[config.mk]
export PLATFORM = sky130hd
export DESIGN_NAME = ps2_keyboard_tx
export DESIGN_NICKNAME = d
export VERILOG_FILES = /design/src/rtl/ps2_keyboard_tx.sv
export SDC_FILE = /design/constraint.sdc
export NUM_CORES = 1
export LEC_CHECK = 0
export BUFFER_PORTS_ARGS = -buffer_cell sky130_fd_sc_hd__buf_2
export CAP_MARGIN = 20
export CORE_AREA = 2 2 158 114
export CTS_CLUSTER_DIAMETER = 80
export DETAILED_ROUTE_END_ITERATION = 8
export DIE_AREA = 0 0 160 116
export PLACE_DENSITY = 0.54
export SYNTH_ARGS = -nofsm -noshare
export SYNTH_HDL_FRONTEND = slang
export SYNTH_SLANG_ARGS = --single-unit
[constraint.sdc]
create_clock -name clk -period 3.71 [get_ports clk]
set_input_delay 1.113 -clock clk [delete_from_list [all_inputs] [get_ports clk]]
set_output_delay 1.113 -clock clk [all_outputs]
set_load 0.03 [all_outputs]
[src/rtl/ps2_keyboard_tx.sv]
// PS/2 device-side transmitter: a scancode FIFO feeding an 11-bit frame serializer.
// Both PS/2 lines are registered, so they only change on a clk edge.
//   state | meaning
//   IDLE  | lines high, waiting for a queued byte and the host inhibit to be released
//   HIGH  | ps2_clk high, the current bit is presented on ps2_data
//   LOW   | ps2_clk low, the current bit is held for the host to sample
//   GAP   | lines high, minimum idle spacing after a frame or an abort
//   HOLD  | host inhibit cut the frame short; lines high until it is released
module ps2_keyboard_tx #(
    parameter int CLK_HALF   = 4,
    parameter int GAP        = 8,
    parameter int FIFO_DEPTH = 8
) (
    input  logic       clk,
    input  logic       reset,
    input  logic       in_valid,
    input  logic [7:0] in_data,
    output logic       in_ready,
    input  logic       host_inhibit,
    output logic       ps2_clk,
    output logic       ps2_data,
    output logic       busy,
    output logic [4:0] fifo_count
);

    localparam int         PTR_W     = $clog2(FIFO_DEPTH);
    localparam logic [9:0] HALF_LOAD = 10'(CLK_HALF - 1);
    localparam logic [9:0] GAP_LOAD  = 10'(GAP - 1);
    localparam logic [4:0] DEPTH_CNT = 5'(FIFO_DEPTH);
    localparam logic [3:0] LAST_BIT  = 4'd10;

    typedef enum logic [2:0] {
        ST_IDLE,
        ST_HIGH,
        ST_LOW,
        ST_GAP,
        ST_HOLD
    } state_t;

    logic [7:0]       mem [FIFO_DEPTH];
    logic [PTR_W-1:0] wr_ptr;
    logic [PTR_W-1:0] rd_ptr;
    logic             push;
    logic             pop;
    logic [7:0]       head;

    state_t     state, state_nxt;
    logic [9:0] timer, timer_nxt;
    logic [3:0] bit_idx, bit_idx_nxt;
    logic [7:0] shreg, shreg_nxt;
    logic       clk_nxt;
    logic       data_nxt;
    logic       start_ok;

    assign in_ready = (fifo_count != DEPTH_CNT);
    assign push     = in_valid && in_ready;
    assign head     = mem[rd_ptr];
    assign busy     = (state != ST_IDLE) || (fifo_count != 5'd0);
    assign start_ok = (fifo_count != 5'd0) && !host_inhibit;

    always_ff @(posedge clk) begin
        if (push && !reset) begin
            mem[wr_ptr] <= in_data;
        end
    end

    always_ff @(posedge clk) begin
        if (reset) begin
            wr_ptr     <= '0;
            rd_ptr     <= '0;
            fifo_count <= '0;
        end else begin
            if (push) begin
                wr_ptr <= wr_ptr + PTR_W'(1);
            end
            if (pop) begin
                rd_ptr <= rd_ptr + PTR_W'(1);
            end
            case ({push, pop})
                2'b10:   fifo_count <= fifo_count + 5'd1;
                2'b01:   fifo_count <= fifo_count - 5'd1;
                default: fifo_count <= fifo_count;
            endcase
        end
    end

    // Bit i of the frame: start, eight data bits LSB first, odd parity, stop.
    function automatic logic frame_bit(input logic [7:0] b, input logic [3:0] i);
        logic r;
        case (i)
            4'd0:    r = 1'b0;
            4'd9:    r = ~^b;
            4'd10:   r = 1'b1;
            default: r = b[3'(i - 4'd1)];
        endcase
        return r;
    endfunction

    always_comb begin
        state_nxt   = state;
        timer_nxt   = timer;
        bit_idx_nxt = bit_idx;
        shreg_nxt   = shreg;
        pop         = 1'b0;

        case (state)
            ST_IDLE: begin
                if (start_ok) begin
                    state_nxt   = ST_HIGH;
                    timer_nxt   = HALF_LOAD;
                    bit_idx_nxt = 4'd0;
                    shreg_nxt   = head;
                end
            end
            ST_HIGH: begin
                if (host_inhibit) begin
                    state_nxt = ST_HOLD;
                end else if (timer == 10'd0) begin
                    state_nxt = ST_LOW;
                    timer_nxt = HALF_LOAD;
                end else begin
                    timer_nxt = timer - 10'd1;
                end
            end
            ST_LOW: begin
                if (host_inhibit) begin
                    state_nxt = ST_HOLD;
                end else if (timer == 10'd0) begin
                    if (bit_idx == LAST_BIT) begin
                        state_nxt = ST_GAP;
                        timer_nxt = GAP_LOAD;
                        pop       = 1'b1;
                    end else begin
                        state_nxt   = ST_HIGH;
                        timer_nxt   = HALF_LOAD;
                        bit_idx_nxt = bit_idx + 4'd1;
                    end
                end else begin
                    timer_nxt = timer - 10'd1;
                end
            end
            ST_GAP: begin
                // The gap expiry passes straight through IDLE when work is pending,
                // so back-to-back frames are spaced by exactly GAP idle cycles.
                if (timer == 10'd0) begin
                    if (start_ok) begin
                        state_nxt   = ST_HIGH;
                        timer_nxt   = HALF_LOAD;
                        bit_idx_nxt = 4'd0;
                        shreg_nxt   = head;
                    end else begin
                        state_nxt = ST_IDLE;
                    end
                end else begin
                    timer_nxt = timer - 10'd1;
                end
            end
            ST_HOLD: begin
                if (!host_inhibit) begin
                    state_nxt = ST_GAP;
                    timer_nxt = GAP_LOAD;
                end
            end
            default: begin
                state_nxt = ST_IDLE;
            end
        endcase

        clk_nxt  = (state_nxt != ST_LOW);
        data_nxt = 1'b1;
        if (state_nxt == ST_HIGH || state_nxt == ST_LOW) begin
            data_nxt = frame_bit(shreg_nxt, bit_idx_nxt);
        end
    end

    always_ff @(posedge clk) begin
        if (reset) begin
            state    <= ST_IDLE;
            timer    <= '0;
            bit_idx  <= '0;
            shreg    <= '0;
            ps2_clk  <= 1'b1;
            ps2_data <= 1'b1;
        end else begin
            state    <= state_nxt;
            timer    <= timer_nxt;
            bit_idx  <= bit_idx_nxt;
            shreg    <= shreg_nxt;
            ps2_clk  <= clk_nxt;
            ps2_data <= data_nxt;
        end
    end

endmodule

# Yosys cells after proc, flatten, opt, wreduce, memory -nomap -nowiden
# Memory sizes are Yosys's and may differ from the RTL's. A register that Yosys moved wholly into a read port is not among the register bits.
# Index checks and enable logic that the tools add are counted.
word_totals:
  regBits: 38
  ram_bits: 64
  in_bits: 12
  out_inout_bits: 9
  mem_count: 1
memory_table:
  columns: ["memory", "depth", "word_bits", "rd", "rd_ports_with_merged_regs", "wr", "line_no", "text"]
  rows:
  - ["mem", 8, 8, 1, 1, 1, "40", "logic [7:0] mem [FIFO_DEPTH];"]
classes:
  addsub: 7
  magnitude_cmp: 1
  n_eq_ne: 16
  mux: 40
  bitwise_logic: 1
  n_reduce_logical: 17
op_table:
  columns: ["op", "n"]
  rows:
  - ["10-bit 2-to-1 mux", 7]
  - ["10-bit case mux with 5 select lines", 1]
  - ["3-bit 2-to-1 mux", 10]
  - ["4-bit 2-to-1 mux", 5]
  - ["8-bit 2-to-1 mux", 2]
  - ["8-bit case mux with 2 select lines", 1]
  - ["3-bit case mux with 5 select lines", 1]
  - ["4-bit equality test, second input constant", 3]
  - ["4-bit case mux with 3 select lines", 1]
  - ["10-bit logical NOT", 1]
  - ["5-bit case mux with 2 select lines", 1]
  - ["5-bit nonzero test", 2]
  - ["10-bit by 1-bit subtractor with 10-bit output, second input constant", 1]
  - ["3-bit by 2-bit equality test with 1-bit output, second input constant", 3]
  - ["1-bit 2-to-1 mux", 8]
  - ["8-bit XNOR reduction", 1]
  - ["3-bit by 1-bit adder with 3-bit output, second input constant", 2]
  - ["3-bit by 1-bit equality test with 1-bit output, second input constant", 2]
  - ["2-bit != test, second input constant", 3]
  - ["5-bit by 1-bit adder with 5-bit output, second input constant", 1]
  - ["5-bit by 4-bit != test with 1-bit output, second input constant", 1]
  - ["5-bit by 1-bit subtractor with 5-bit output, second input constant", 1]
  - ["4-bit by 1-bit adder with 4-bit output, second input constant", 1]
  - ["4-bit logical NOT", 1]
  - ["other kinds (18)", 22]

# Longest topological paths before layout
depth:
  word_depth: 9
  ltp_mapped: 16
  mapped_depth_nobuf: 15

# Worst setup path after synthesis
# Ideal clock, no wire load.
synth_path:
  kind: "input port to flip-flop"
  startpoint: "input host_inhibit"
  endpoint: "register ps2_data"
  arrival_time_ns: 3.260
  path_slack_ns: 0.392
  path_stages: 8
  n_path_buf: 1
  cell_sequence: "clkbuf_1 > nor4_1 > nand2_1 > o21a_1 > ha_1 > mux4_1 > o22ai_1 > a211o_1"
synth_between:
  elab_chain_len: 9
synth_lines:
  columns: ["element", "line_no", "text"]
  rows:
  - ["start, declared", "19", "input logic host_inhibit,"]
  - ["1-bit logical NOT", null, null]
  - ["1-bit logical AND", "59", "assign start_ok = (fifo_count != 5'd0) && !host_inhibit;"]
  - ["4-bit 2-to-1 mux / 1-bit 2-to-1 mux (equally long branches)", "108, 146", null]
  - ["4-bit 2-to-1 mux / 3-bit 2-to-1 mux (equally long branches)", "145", "if (timer == 10'd0) begin"]
  - ["4-bit case mux with 3 select lines / 3-bit case mux with 5 select lines (equally long branches)", "106", "case (state)"]
  - ["3-bit by 1-bit subtractor with 3-bit output, or another cell as far along", "94", "default: r = b[3'(i - 4'd1)];"]
  - ["1-bit binary-select mux with 3-bit select / 1-bit logical OR (equally long branches)", "94, 171", null]
  - ["1-bit 2-to-1 mux (not written as such) / 1-bit inverter (equally long branches)", null, null]
  - ["1-bit case mux with 3 select lines / 2-bit OR reduction (equally long branches)", null, null]
  - ["end signal, assigned", "190", "ps2_data <= data_nxt;"]
  - ["end, declared", "21", "output logic ps2_data,"]
# Parallel ways exist; a longest one is shown, timed or not. The select of a mux whose other input is x is not followed.
# A chain may end at the register's enable or synchronous reset.

# Final worst setup path
layout_path:
  startpoint: "register timer[0]"
  endpoint: "register ps2_data"
layout_between:
  elab_chain_len: 8
layout_lines:
  columns: ["element", "line_no", "text"]
  rows:
  - ["start, declared", "48", "logic [9:0] timer, timer_nxt;"]
  - ["start signal, assigned", "186", "timer <= timer_nxt;"]
  - ["10-bit logical NOT *", "118, 128, 145", null]
  - ["4-bit 2-to-1 mux, or another cell as far along", "128", "end else if (timer == 10'd0) begin"]
  - ["4-bit 2-to-1 mux, or another cell as far along", "126", "if (host_inhibit) begin"]
  - ["4-bit case mux with 3 select lines / 3-bit case mux with 5 select lines (equally long branches)", "106", null]
  - ["3-bit by 1-bit subtractor with 3-bit output, or another cell as far along", "94", null]
  - ["1-bit binary-select mux with 3-bit select / 1-bit logical OR (equally long branches)", "94, 171", null]
  - ["1-bit 2-to-1 mux (not written as such) / 1-bit inverter (equally long branches)", null, null]
  - ["1-bit case mux with 3 select lines / 2-bit OR reduction (equally long branches)", null, null]
# Mark *: on every way between the ends. The rest lies on a longest branch, timed or not. The select of a mux whose other input is x is not followed.

==> flow_summary_export.csv <==
group,metric,value,unit
run_status,status,"complete, no violations",
cells_and_area,drive_above_1_share,20.71,%
setup_path,cpMaxStageDelayCell,"or3b_2",
floorplan,coreArea,16920,sq um
clocking,cts_tree,"yes",
routing,routed_via_density,4.881,
setup_path,reg2reg_to,"ps2_data",
cells_and_area,multi_input_area,2123,sq um
routing,drc,0,
place,place_area,5435,sq um
synthesis,synth-seq-cells,105,
global_route,grt_overflow,0,
setup_path,critPathCapture,"ps2_data",
clocking,hold_buffers,0,
floorplan,fp.dieW,160,microns
clocking,cts_setup_buffers,0,
global_route,grt_pass1_wl,16860,microns
synthesis,syn_area_per_cell,12.14,sq um
sta,worst_pin_slew,0.7766,ns
synthesis,synth_area,5015,sq um
sta,slew_viol_final,0,
clocking,numCtsBuffers,9,
sta,setup_viol,0,
min_path,hp-start,"timer[7]",
floorplan,die_h,116,microns
setup_path,startpoint_type,"flop",
cells_and_area,seq_area,2743,sq um
setup_path,r2r_start,"timer[0]",
min_path,hold_path_class,"flop to flop",
power,power_leakage,2.055,nW
place,dp.final_hpwl,7407,microns
power,irDropWorstVdd,0.1964,mV
routing,firstDrtPassIters,4,
cells_and_area,final_util,33.83,%
run,drv_cap,0,
sta,hold_viol_final,0,
setup_path,cpMostUsedCell,"ha_1",
routing,drtAntennaViolNets,0,
setup_path,path_max_fanout,7,
setup_path,rr_worst_depth,11,
synthesis,synth_top_area_share,38.32,%
sta,fin_hold_ws,0.5049,ns
synthesis,synth_nets,438,
floorplan,rows,40,
clocking,clkLatencyLatePin,0.34,ns
routing,wl_per_cell,15.28,microns
global_route,grt_max_degree,25,
synthesis,yosysMostFrequentCell,"edfxtp_1",
setup_path,arrival,3.70,ns
cells_and_area,final_cell_count_no_fill,680,
global_route,track_usage,11.66,%
place,io_buffers,20,
synthesis,async_reset_ff_share,0,%
synthesis,synth_cell_types,57,
synthesis,ys_warn_count,0,
setup_path,cpPeakStageDelay,0.58,ns
cells_and_area,diodes,0,
setup_path,crit_chain,"inv_1, ha_1, or3b_2, nor3_2, a31oi_1, o21ai_0, o21a_1, ha_1, mux4_1, o22ai_1, a211o_1",
sta,fin_crit,3.417,ns
setup_path,critPathLaunch,"timer[0]",
setup_path,cp_top_family,"simple AND/OR/NAND/NOR gates",
clocking,cts_max_path_buffers,2,
synthesis,yosysSeqAreaShare,54.69,%
synthesis,synthFlopType,"edfxtp_1",
clocking,cts.sinks,105,
place,routabilityCongestion,0.8426,
routing,drt_first_iter_violations,224,
sta,fin_skew,0.009846,ns
floorplan,io_pins,21,
global_route,antenna_found_initial,0,
power,power.density,462.7,nW/um^2
cells_and_area,final_area,5723,sq um
setup_path,path_class,"flop to flop",
clocking,h-tree-depth,3,
routing,drt-total-wl,10390,microns
synthesis,synthTopCellsByCount,"edfxtp_1, nor2_1, dfxtp_1",
routing,vias,3319,
floorplan,dieArea,18560,sq um
sta,rsz0062_at_grt,"no",
setup_path,required,4.00,ns
clocking,clkTransAtPathRegs,0.07,ns
sta,slew-limit-headroom,47.75,%
synthesis,synth-edff-count,64,
setup_path,reg2reg_slack,0.29,ns
cells_and_area,num-fill-cells,1695,
sta,fmax,292.7,MHz
global_route,grt_pass1_vias,3131,
floorplan,start_util,29.64,%
clocking,cts_resized,0,
sta,fin_tns_setup,0,ns
cells_and_area,final_nets,469,
setup_path,setup.worst_path.end_class,"flop",
synthesis,synth_cells,413,
setup_path,cp.depth,11,
sta,finalCritPeriodShare,92.10,%
cells_and_area,area_delta_synth_final,14.12,%
setup_path,critPathBufInv,1,
clocking,cts-root-buf,"clkbuf_16",
synthesis,synth.largest_area_cell,"edfxtp_1",
place,dp_cells,664,
synthesis,ys_top_cells_by_area,"edfxtp_1, dfxtp_1, mux4_2",
## sequential cells by signal (all words and copies together) (netlist names), named ones only
name / count
timer: 10
rd_ptr: 3
mem: 64
state: 3
ps2_clk: 1
wr_ptr: 3
ps2_data: 1
shreg: 8
bit_idx: 4
fifo_count: 5
## logic make-up after synthesis
family	after synthesis	share of synthesized area, %
AOI/OAI and AO/OA	78	10.03
muxes	36	12.08
adders and majority gates	13	3.393
buffers and inverters	31	3.094
xor gates and xnor gates	18	3.692
DFF	105	54.69
and+or+nand+nor	132	13.02
## worst min-delay path, cell delays in order (launching register included)
cell     delay [ns]
dfxtp_1        0.33
o21ai_0        0.07
a21oi_1        0.06
## cells in the final DEF, fill, tap and decap left out, drive strengths merged, types with 3 or more instances in the layout
cell     n
a21o     4
a21oi   29
a31oi    7
and2     3
and3     3
buf     37
clkbuf  10
dfxtp   41
edfxtp  64
ha      12
inv     17
mux2     7
mux2i   11
mux4    18
nand2   25
nand3    6
nand3b   3
nor2    50
nor2b    5
nor3     8
nor4     9
o21ai   19
o22ai    3
or2      4
or3      5
or4      3
xnor2   10
xor2     6
## per-stage QoR
step	power, W	setup WS (ns)
finish	0.002648	0.2930
global placement	0.001761	0.2454
detailed placement	0.001764	0.1372
global route	0.002771	0.07355
floorplan	0.001645	0.3921
CTS	0.002675	0.3127
## per-layer routing
metal	vias up	track usage (%)	routed length, microns
li1	1605	-	-
met1	1641	16.99	5250
met2	64	17.52	4611
met3	9	1.897	397
met4	0	4.444	129
met5	-	0	0
## where the power goes
part           total [W]  switching (W)  internal [W]
clock network   0.000904       0.000432      0.000472
registers        0.00130      0.0000338       0.00127
logic           0.000440       0.000266      0.000174
## area by class of cell
cell class	instances	share of cell area, %
timing repair buffer	37	3.979
clock buffer	10	4.001
clock inverter	6	1.028
inverter	14	0.9182
tap	231	5.050
sequential	105	47.92
multi-input combinational	277	37.10
## how the worst min path moves through the flow
stage | to | slack (ns) | depth (start not counted)
after floorplan | timer[7] | 0.47 | 2
after global placement | timer[3] | 0.48 | 2
after detailed placement | timer[7] | 0.49 | 2
after CTS | timer[7] | 0.50 | 2
after global routing | timer[3] | 0.53 | 2
final | timer[7] | 0.50 | 2
Power figures use the tool's default switching activity.
